--- src/rtl/imem_loader_pkg.sv ---
// Shared types and constants for the boot-time instruction-memory loader.
package imem_loader_pkg;

    typedef enum logic [2:0] {
        IDLE,
        HDR0,
        HDR1,
        DATA,
        DONE,
        ERR
    } loader_state_e;

    localparam int HDR_BYTES  = 2;
    localparam int WORD_BYTES = 4;
    localparam int BYTE_CNT_W = $clog2(WORD_BYTES);

    // Byte address of imem word `idx`; wraps modulo 2^32.
    function automatic logic [31:0] word_addr(input logic [31:0] base, input logic [31:0] idx);
        return base + (idx << 2);
    endfunction

endpackage

--- src/rtl/imem_loader_byte_packer.sv ---
// Collects little-endian stream bytes into a 32-bit word, flagging the cycle
// the final byte arrives so the caller can register the full word.
module byte_packer
    import imem_loader_pkg::*;
(
    input  logic        clk,
    input  logic        rst,
    input  logic        clear,
    input  logic        byte_valid,
    input  logic [7:0]  byte_data,
    output logic        word_valid,
    output logic [31:0] word_data
);

    logic [BYTE_CNT_W-1:0] byte_cnt;
    logic [7:0]            lanes [WORD_BYTES-1];

    always_ff @(posedge clk) begin
        if (rst || clear) begin
            byte_cnt <= '0;
        end else if (byte_valid) begin
            // NOTE: sequential state uses non-blocking assignments so every
            // register samples pre-edge values regardless of statement order.
            byte_cnt <= byte_cnt + 1'b1;
        end
    end

    // NOTE: the lane storage has no reset; byte_cnt restarts at 0, and every
    // lane is rewritten before a word can be emitted, so stale bytes never escape.
    always_ff @(posedge clk) begin
        if (byte_valid && byte_cnt != BYTE_CNT_W'(WORD_BYTES - 1)) begin
            lanes[byte_cnt] <= byte_data;
        end
    end

    assign word_valid = byte_valid && (byte_cnt == BYTE_CNT_W'(WORD_BYTES - 1));

    always_comb begin
        word_data = '0;
        for (int i = 0; i < WORD_BYTES - 1; i++) begin
            word_data[8*i +: 8] = lanes[i];
        end
        word_data[8*(WORD_BYTES-1) +: 8] = byte_data;
    end

endmodule

--- src/rtl/imem_loader.sv ---
// Boot loader: parses a {count, words...} byte stream and issues one imem word
// write per four accepted bytes while holding the CPU.
module imem_loader
    import imem_loader_pkg::*;
#(
    parameter logic [31:0] BASE_PC     = 32'h0000_0000,
    parameter int          DEPTH_WORDS = 512
) (
    input  logic        clk,
    input  logic        rst,
    input  logic        load_req,
    input  logic        rx_valid,
    input  logic [7:0]  rx_data,
    output logic        rx_ready,
    output logic        we,
    output logic [31:0] waddr,
    output logic [31:0] wdata,
    output logic        cpu_hold,
    output logic        load_done,
    output logic        load_err
);

    localparam int IDX_W = $clog2(DEPTH_WORDS + 1);

    loader_state_e state;
    loader_state_e state_next;

    logic [7:0]       n_lo;
    logic [15:0]      n_words;
    logic [15:0]      n_full;
    logic [IDX_W-1:0] word_idx;
    logic [IDX_W-1:0] idx_next;
    logic             accept;
    logic             hdr_accept;
    logic             n_too_big;
    logic             last_word;
    logic             word_valid;
    logic [31:0]      word_data;

    assign accept     = rx_valid && rx_ready;
    assign hdr_accept = accept && (state == HDR1);
    assign n_full     = {rx_data, n_lo};
    assign n_too_big  = {16'h0000, n_full} > 32'(DEPTH_WORDS);
    assign idx_next   = word_idx + 1'b1;
    assign last_word  = 32'(idx_next) == {16'h0000, n_words};

    // Cleared on the header's last byte so every load starts on lane 0.
    byte_packer u_packer (
        .clk        (clk),
        .rst        (rst),
        .clear      (hdr_accept),
        .byte_valid (accept && (state == DATA)),
        .byte_data  (rx_data),
        .word_valid (word_valid),
        .word_data  (word_data)
    );

    always_ff @(posedge clk) begin
        if (rst) begin
            state <= IDLE;
        end else begin
            state <= state_next;
        end
    end

    always_comb begin
        // NOTE: default first, so no path through the case leaves state_next
        // unassigned and infers a latch.
        state_next = state;
        case (state)
            IDLE: if (load_req) state_next = HDR0;
            HDR0: if (accept)   state_next = HDR1;
            HDR1: begin
                if (accept) begin
                    if (n_too_big)           state_next = ERR;
                    else if (n_full == '0)   state_next = DONE;
                    else                     state_next = DATA;
                end
            end
            DATA: if (word_valid && last_word) state_next = DONE;
            DONE: state_next = IDLE;
            ERR:  if (load_req) state_next = HDR0;
            default: state_next = IDLE;
        endcase
    end

    assign rx_ready = (state == HDR0) || (state == HDR1) || (state == DATA);
    assign cpu_hold = (state != IDLE);
    assign load_err = (state == ERR);

    always_ff @(posedge clk) begin
        if (rst) begin
            n_lo      <= '0;
            n_words   <= '0;
            word_idx  <= '0;
            we        <= 1'b0;
            waddr     <= '0;
            wdata     <= '0;
            load_done <= 1'b0;
        end else begin
            we        <= 1'b0;
            load_done <= (state_next == DONE);
            if (accept && state == HDR0) begin
                n_lo <= rx_data;
            end
            if (hdr_accept) begin
                n_words  <= n_full;
                word_idx <= '0;
            end
            if (word_valid) begin
                we       <= 1'b1;
                wdata    <= word_data;
                waddr    <= word_addr(BASE_PC, 32'(word_idx));
                word_idx <= idx_next;
            end
        end
    end

endmodule
--- config.mk ---
export PLATFORM = sky130hd
export DESIGN_NAME = imem_loader
export DESIGN_NICKNAME = d
export VERILOG_FILES = /design/src/rtl/imem_loader_pkg.sv /design/src/rtl/imem_loader_byte_packer.sv /design/src/rtl/imem_loader.sv
export SDC_FILE = /design/constraint.sdc
export NUM_CORES = 1
export LEC_CHECK = 0
export BUFFER_PORTS_ARGS = -buffer_cell sky130_fd_sc_hd__buf_2
export CORE_ASPECT_RATIO = 0.75
export CORE_MARGIN = 3
export CORE_UTILIZATION = 50
export CTS_CLUSTER_SIZE = 10
export DETAILED_ROUTE_END_ITERATION = 8
export HOLD_SLACK_MARGIN = 0.06
export MAX_ROUTING_LAYER = met4
export PLACE_DENSITY = 0.8
export SYNTH_ARGS = -nofsm -noshare
export SYNTH_HDL_FRONTEND = slang
export SYNTH_SLANG_ARGS = --single-unit
--- constraint.sdc ---
create_clock -name clk -period 2.28 [get_ports clk]
set_clock_uncertainty 0.05 [all_clocks]
set_input_delay 0.228 -clock clk [delete_from_list [all_inputs] [get_ports clk]]
set_output_delay 0.228 -clock clk [all_outputs]
set_load 0.01 [all_outputs]
==> results of run 1 <==
==> cells in the mapped netlist, types with 3 or more instances <==
cell,count
buf_1,6
edfxtp_1,24
nand2_1,131
nand3_1,10
buf_6,3
buf_2,6
clkbuf_1,21
dfxtp_1,83
xnor2_1,5
nor3b_1,3
inv_1,5
nor2b_1,3
ha_1,5
a21oi_1,72
o21ai_0,12
mux2i_1,8
nor4_1,5
nor2_1,32
or3_1,5
nor3_1,12
and2_1,4
xor2_1,7
buf_4,23
==> what timing repair did <==
item	4_1_cts	5_1_grt
gates resized for setup	0	6
setup buffers	0	0
endpoints found under the setup margin	0	5
==> registers in the layout, indices dropped and copies added (netlist names) <==
register / count
wdata: 32
u_packer.lanes: 24
n_words: 16
waddr: 10
word_idx: 10
n_lo: 8
state: 3
u_packer.byte_cnt: 2
load_done: 1
we: 1
==> cell usage in the layout, fill, tap and decap left out, types with 3 or more instances in the layout <==
cell type | netlist | routed
a21oi_1 | 72 | 72
and2_1 | 4 | 4
buf_2 | 6 | 58
buf_4 | 23 | 16
clkbuf_16 | 0 | 10
conb_1 | 1 | 22
dfxtp_1 | 83 | 81
edfxtp_1 | 24 | 24
ha_1 | 5 | 4
inv_1 | 5 | 5
mux2i_1 | 8 | 8
nand2_1 | 131 | 130
nand3_1 | 10 | 8
nor2_1 | 32 | 32
nor2b_1 | 3 | 3
nor3_1 | 12 | 12
nor3b_1 | 3 | 3
nor4_1 | 5 | 5
o21ai_0 | 12 | 12
or3_1 | 5 | 5
xnor2_1 | 5 | 5
xor2_1 | 7 | 7
==> metrics by stage <==
stage	area [sq um]	total power [mW]	setup TNS, ns	instances
after floorplan	4584	2.137	0	533
after global placement	4802	2.166	0	657
after detailed placement	4802	2.171	0	657
after CTS	5089	3.633	0	673
after global routing	5107	3.741	-0.006431	673
final	5107	3.611	0	673
==> layout make-up <==
type	instances	area, sq um
fillers	760	3492
inverters	5	18.77
clock inverters	4	28.78
well taps	108	135.1
flip-flops and latches	107	2385
clock buffers	12	257.7
multi-input cells	362	1861
repair buffers	75	421.7
==> routing by layer <==
metal | vias up | track usage
li1 | 1774 | -
met1 | 1703 | 0.2876
met2 | 140 | 0.3209
met3 | 19 | 0.05468
met4 | 0 | 0.06322
met5 | - | -
==> worst max-delay path: stages, from the launching register on <==
cell and delay (ns):
dfxtp_1 0.34, ha_2 0.22, nand3_2 0.14, or3_1 0.40, nor3b_1 0.27, a221oi_2 0.14
o311ai_2 0.33, a31oi_1 0.13
==> kinds of logic after synthesis <==
group	Yosys count
and+or+nand+nor	214
DFF	107
AOI/OAI and AO/OA	100
buffers and inverters	64
xor gates and xnor gates	13
muxes	8
adders and majority gates	5
other	1
==> power by group through the flow <==
stage	logic [mW]	clock network (mW)	registers [mW]
after floorplan	0.136	0	2.00
after global placement	0.161	0	2.01
after detailed placement	0.165	0	2.01
after CTS	0.167	1.50	1.96
after global routing	0.187	1.59	1.96
final	0.169	1.48	1.96
==> final timing paths <==
path | from | to | cells after the start
setup / recovery | word_idx[1] | state[1] | 7
hold reg to reg | wdata[30] | wdata[30] | 2
hold / removal | rx_data[3] | u_packer.lanes[0][3] | 1
setup reg to reg | word_idx[1] | state[1] | 7
==> flow_summary.yaml, run 1 <==
critical_path:
  required_ns: 2.45
  crit_arrival_ns: 2.31
  start_kind: "register"
  path_class: "register to register"
  critPathMaxFanout: 6
  r2r_slack_ns: 0.15
  critPathCaptureType: "register"
floorplan:
  core-area_sq_um: 8600
  start_util: 0.5239
  io_pins: 81
  dieArea_sq_um: 10200
  num_rows: 29
  die_w_microns: 115.6
  fp.dieH_microns: 88.21
routing:
  wl_per_cell_microns: 15.16
  drtAntennaViolNets: 0
  vias: 3636
  top_layer_used: "met4"
  avgViaCountPerCell: 5.403
  met3_length_microns: 731
  drc: 0
  firstDrtPassIters: 5
  drt_wl_total_microns: 10210
  drt_iter0_markers: 353
  wl_met1_microns: 4805
  route.met2.wl_microns: 4510
logic_synthesis:
  synthMuxAreaShare: 0.01777
  yosys.area_share.simple: 0.2049
  ys_warn_count: 0
  synth_adder_area_share: 0.01389
  yosys-top-cells-area: "dfxtp_1 (37%), edfxtp_1 (16%), nand2_1 (11%), a21oi_1 (8.0%), buf_4 (3.8%)"
  synth_top_family_by_area: "simple AND/OR/NAND/NOR gates"
  ys_seq_area_frac: 0.5287
  synth_top_cell_by_area: "dfxtp_1"
  synthXorXnorAreaFrac: 0.02944
  synth.cell_area_sq_um: 4506
  synthArstFlopShare: 0
  yosys.cell_types.count: 46
  synth_compound_area_frac: 0.1252
  synth_enable_flop_cells: 24
  syn-mean-instance-area_sq_um: 8.800
  ys_ff_latch: 107
  syn_inst: 512
  ys.flop_type: "dfxtp_1"
  synth_top_area_share: 0.3688
global_route:
  antenna_found_initial: 0
  grt_max_degree: 59
  grt_pass1_vias: 3317
  grt.total_usage: 0.2136
  gr-total-overflow: 0
  grt_first_pass_wirelength_microns: 16390
final_layout:
  nets: 577
  layout-drive-gt1-share: 0.1788
  area_delta_synth_final_pct: 13.36
  final_util: 0.5939
  diodes: 0
hold_path:
  min_path_type: "input port to register"
power:
  pwr-share-seq: 0.544
  vdd_ir_drop_max_mv: 0.3361
  p_per_area_nw_per_um2: 707.0
  sw_frac_of_total: 0.2199
  pwr-share-comb: 0.047
  power.switching_uw: 794.2
  leakage_nw: 1.962
  p_int_mw: 2.817
  clock_power_share: 0.409
placement:
  place_congestion: 0.9193
  post-place-ws_ns: 0.1054
  io_buffer_count: 58
  place.detailed.hpwl_microns: 7062
sta:
  rsz0062_at_grt: "true"
  max_freq_mhz: 468.4
  slew_headroom: 0.6361
  min_period_over_period: 0.9363
  tightestPinTransition_ns: 0.5459
  maxSlewViolCount: 0
  hold_viol_final: 0
  finalCriticalPeriod_ns: 2.135
  whs_ns: 0.1337
  setup_violations: 0
  layout_setup_ws_ns: 0.1452
cts:
  clock_latency_ns: 0.34
  clock_path_buffers: 2
  clock_sinks: 107
  clk_pin_slew_ns: 0.07
  h-tree-depth: 3
  tritoncts: "yes"
  cts_root_buf: "clkbuf_16"
  cts_inserted_buffers: 9
  hold_buffers: 0
run:
  drv_cap: 0
outcome:
  status: "finished clean"
(Power assumes the default switching activity.)
==> run 2, diff against run 1 <==
- CELL_PAD_IN_SITES_DETAIL_PLACEMENT: not set -> 1
- CELL_PAD_IN_SITES_GLOBAL_PLACEMENT: not set -> 1
- CORE_UTILIZATION: 50 -> 37
- PLACE_DENSITY: 0.8 -> 0.78
==> flow_summary.yaml, run 2 (synthesis results as in run 1) <==
cts:
  clock_path_buffers: 2
  cts_root_buf: "clkbuf_16"
  clock_latency_ns: 0.36
  cts_setup_buffers: 0
  clk_pin_slew_ns: 0.07
  tritoncts: "yes"
  hold_buffers: 0
  cts_inserted_buffers: 9
  cts-resized-gates: 0
  h-tree-depth: 3
  clock_sinks: 107
power:
  vdd_ir_drop_max_mv: 0.4131
  leakage_nw: 2.009
  sw_frac_of_total: 0.2309
  pwr-share-seq: 0.521
  pwr-share-comb: 0.047
  p_per_area_nw_per_um2: 715.8
  p_int_mw: 2.896
  clock_power_share: 0.432
  power.switching_uw: 869.4
final_layout:
  area_delta_synth_final_pct: 16.75
  final_area_sq_um: 5260
  layout-drive-gt1-share: 0.1926
  largest_register_ffs: 32
  final_cell_mix: "nand2_1 (130), dfxtp_1 (80), a21oi_1 (72)"
  nets: 583
  largest_register: "wdata"
  reg_top3: "wdata x32, u_packer.lanes x24, n_words x16"
  final_cells: 733
  layout_commonest_cell: "nand2_1"
  diodes: 0
hold_path:
  hold_depth: 1
  min_from: "rx_data[3]"
  hold_path_end: "u_packer.lanes[0][3]"
  min_path_type: "input port to register"
global_route:
  grt_first_pass_wirelength_microns: 19690
  antenna_found_initial: 0
  grt.total_usage: 0.1917
  gr-total-overflow: 0
  grt_max_degree: 37
  grt_pass1_vias: 3679
critical_path:
  crit_chain: "ha_1, and4_4, or4_4, a21oi_2, a221oi_2, o311ai_2, a31oi_1"
  start_kind: "register"
  path_class: "register to register"
  r2r_slack_ns: 0.10
  crit_arrival_ns: 2.36
  critPathMaxFanout: 4
  reg2reg_to: "state[1]"
  worst-r2r-cell-count: 7
  cp_slowest_stage_delay_ns: 0.53
  reg2reg_from: "word_idx[0]"
  cp_slowest_cell: "or4_4"
  required_ns: 2.46
  critPathCaptureType: "register"
outcome:
  status: "finished clean"
sta:
  finalCriticalPeriod_ns: 2.177
  max_freq_mhz: 459.4
  rsz0062_at_grt: "true"
  maxSlewViolCount: 0
  hold_viol_final: 0
  min_period_over_period: 0.9547
  setup_violations: 0
placement:
  placed_cell_area_sq_um: 4927
  place.detailed.hpwl_microns: 8788
  place_congestion: 0.8295
  dp.cells: 717
  io_buffer_count: 58
floorplan:
  fp.dieH_microns: 101.6
  core-area_sq_um: 11740
  dieArea_sq_um: 13550
  io_pins: 81
  die_w_microns: 133.4
  num_rows: 34
  start_util: 0.3837
routing:
  drt_wl_total_microns: 12290
  drt_iter0_markers: 224
  firstDrtPassIters: 4
  wl_per_cell_microns: 16.77
  avgViaCountPerCell: 4.940
  vias: 3621
  drtAntennaViolNets: 0
  drc: 0
run:
  drv_cap: 0
run 2: worst max-delay path by stage:
stage	slack (ns)	depth (start not counted)	from	to
2_1_floorplan	0.02	9	word_idx[1]	state[1]
3_3_place_gp	0.16	6	word_idx[2]	state[1]
3_5_place_dp	0.06	6	word_idx[2]	state[1]
4_1_cts	0.04	6	word_idx[2]	load_done
5_1_grt	-0.0006	8	word_idx[0]	load_done
6_report	0.10	7	word_idx[0]	state[1]
run 2: power by group through the flow:
stage	Clock, mW	Combinational [mW]	Sequential, mW
final	1.63	0.175	1.96
after global routing	1.73	0.195	1.96
after CTS	1.65	0.175	1.96
after detailed placement	0	0.173	2.01
after global placement	0	0.168	2.00
after floorplan	0	0.136	2.00
run 2: routing by layer:
metal | up-vias | track usage | part of all wire
met5 | - | - | 0
met4 | 0 | 0.06008 | 0.0085
met3 | 7 | 0.04220 | 0.056
met2 | 85 | 0.2906 | 0.45
met1 | 1747 | 0.2577 | 0.48
li1 | 1782 | - | -
run 2: area by class of cell:
type	instances	area (sq um)
Clock buffer	10	239.0
Tap cell	162	202.7
Inverter	5	18.77
Sequential cell	107	2386
Fill cell	1421	6481
Clock inverter	6	75.07
Timing Repair Buffer	81	475.5
Multi-Input combinational cell	362	1863
run 2: per-stage QoR:
step | hold slack [ns] | total power [mW] | worst slack (ns) | utilization | setup TNS (ns)
6_report | 0.1451 | 3.765 | 0.1033 | 0.4480 | 0
5_1_grt | 0.1401 | 3.889 | -0.0005880 | 0.4480 | -0.0005880
4_1_cts | 0.1338 | 3.783 | 0.04453 | 0.4464 | 0
3_5_place_dp | 0.3961 | 2.179 | 0.06482 | 0.4197 | 0
3_3_place_gp | 0.3900 | 2.173 | 0.1618 | 0.4197 | 0
2_1_floorplan | 0.2769 | 2.137 | 0.02214 | - | 0
run 2: worst max-delay path, delay by kind of cell (launching register included):
kind,cells,cell delay [ns]
adders and majority gates,1,0.25
DFF,1,0.32
AOI/OAI and AO/OA,4,0.68
and+or+nand+nor,2,0.75
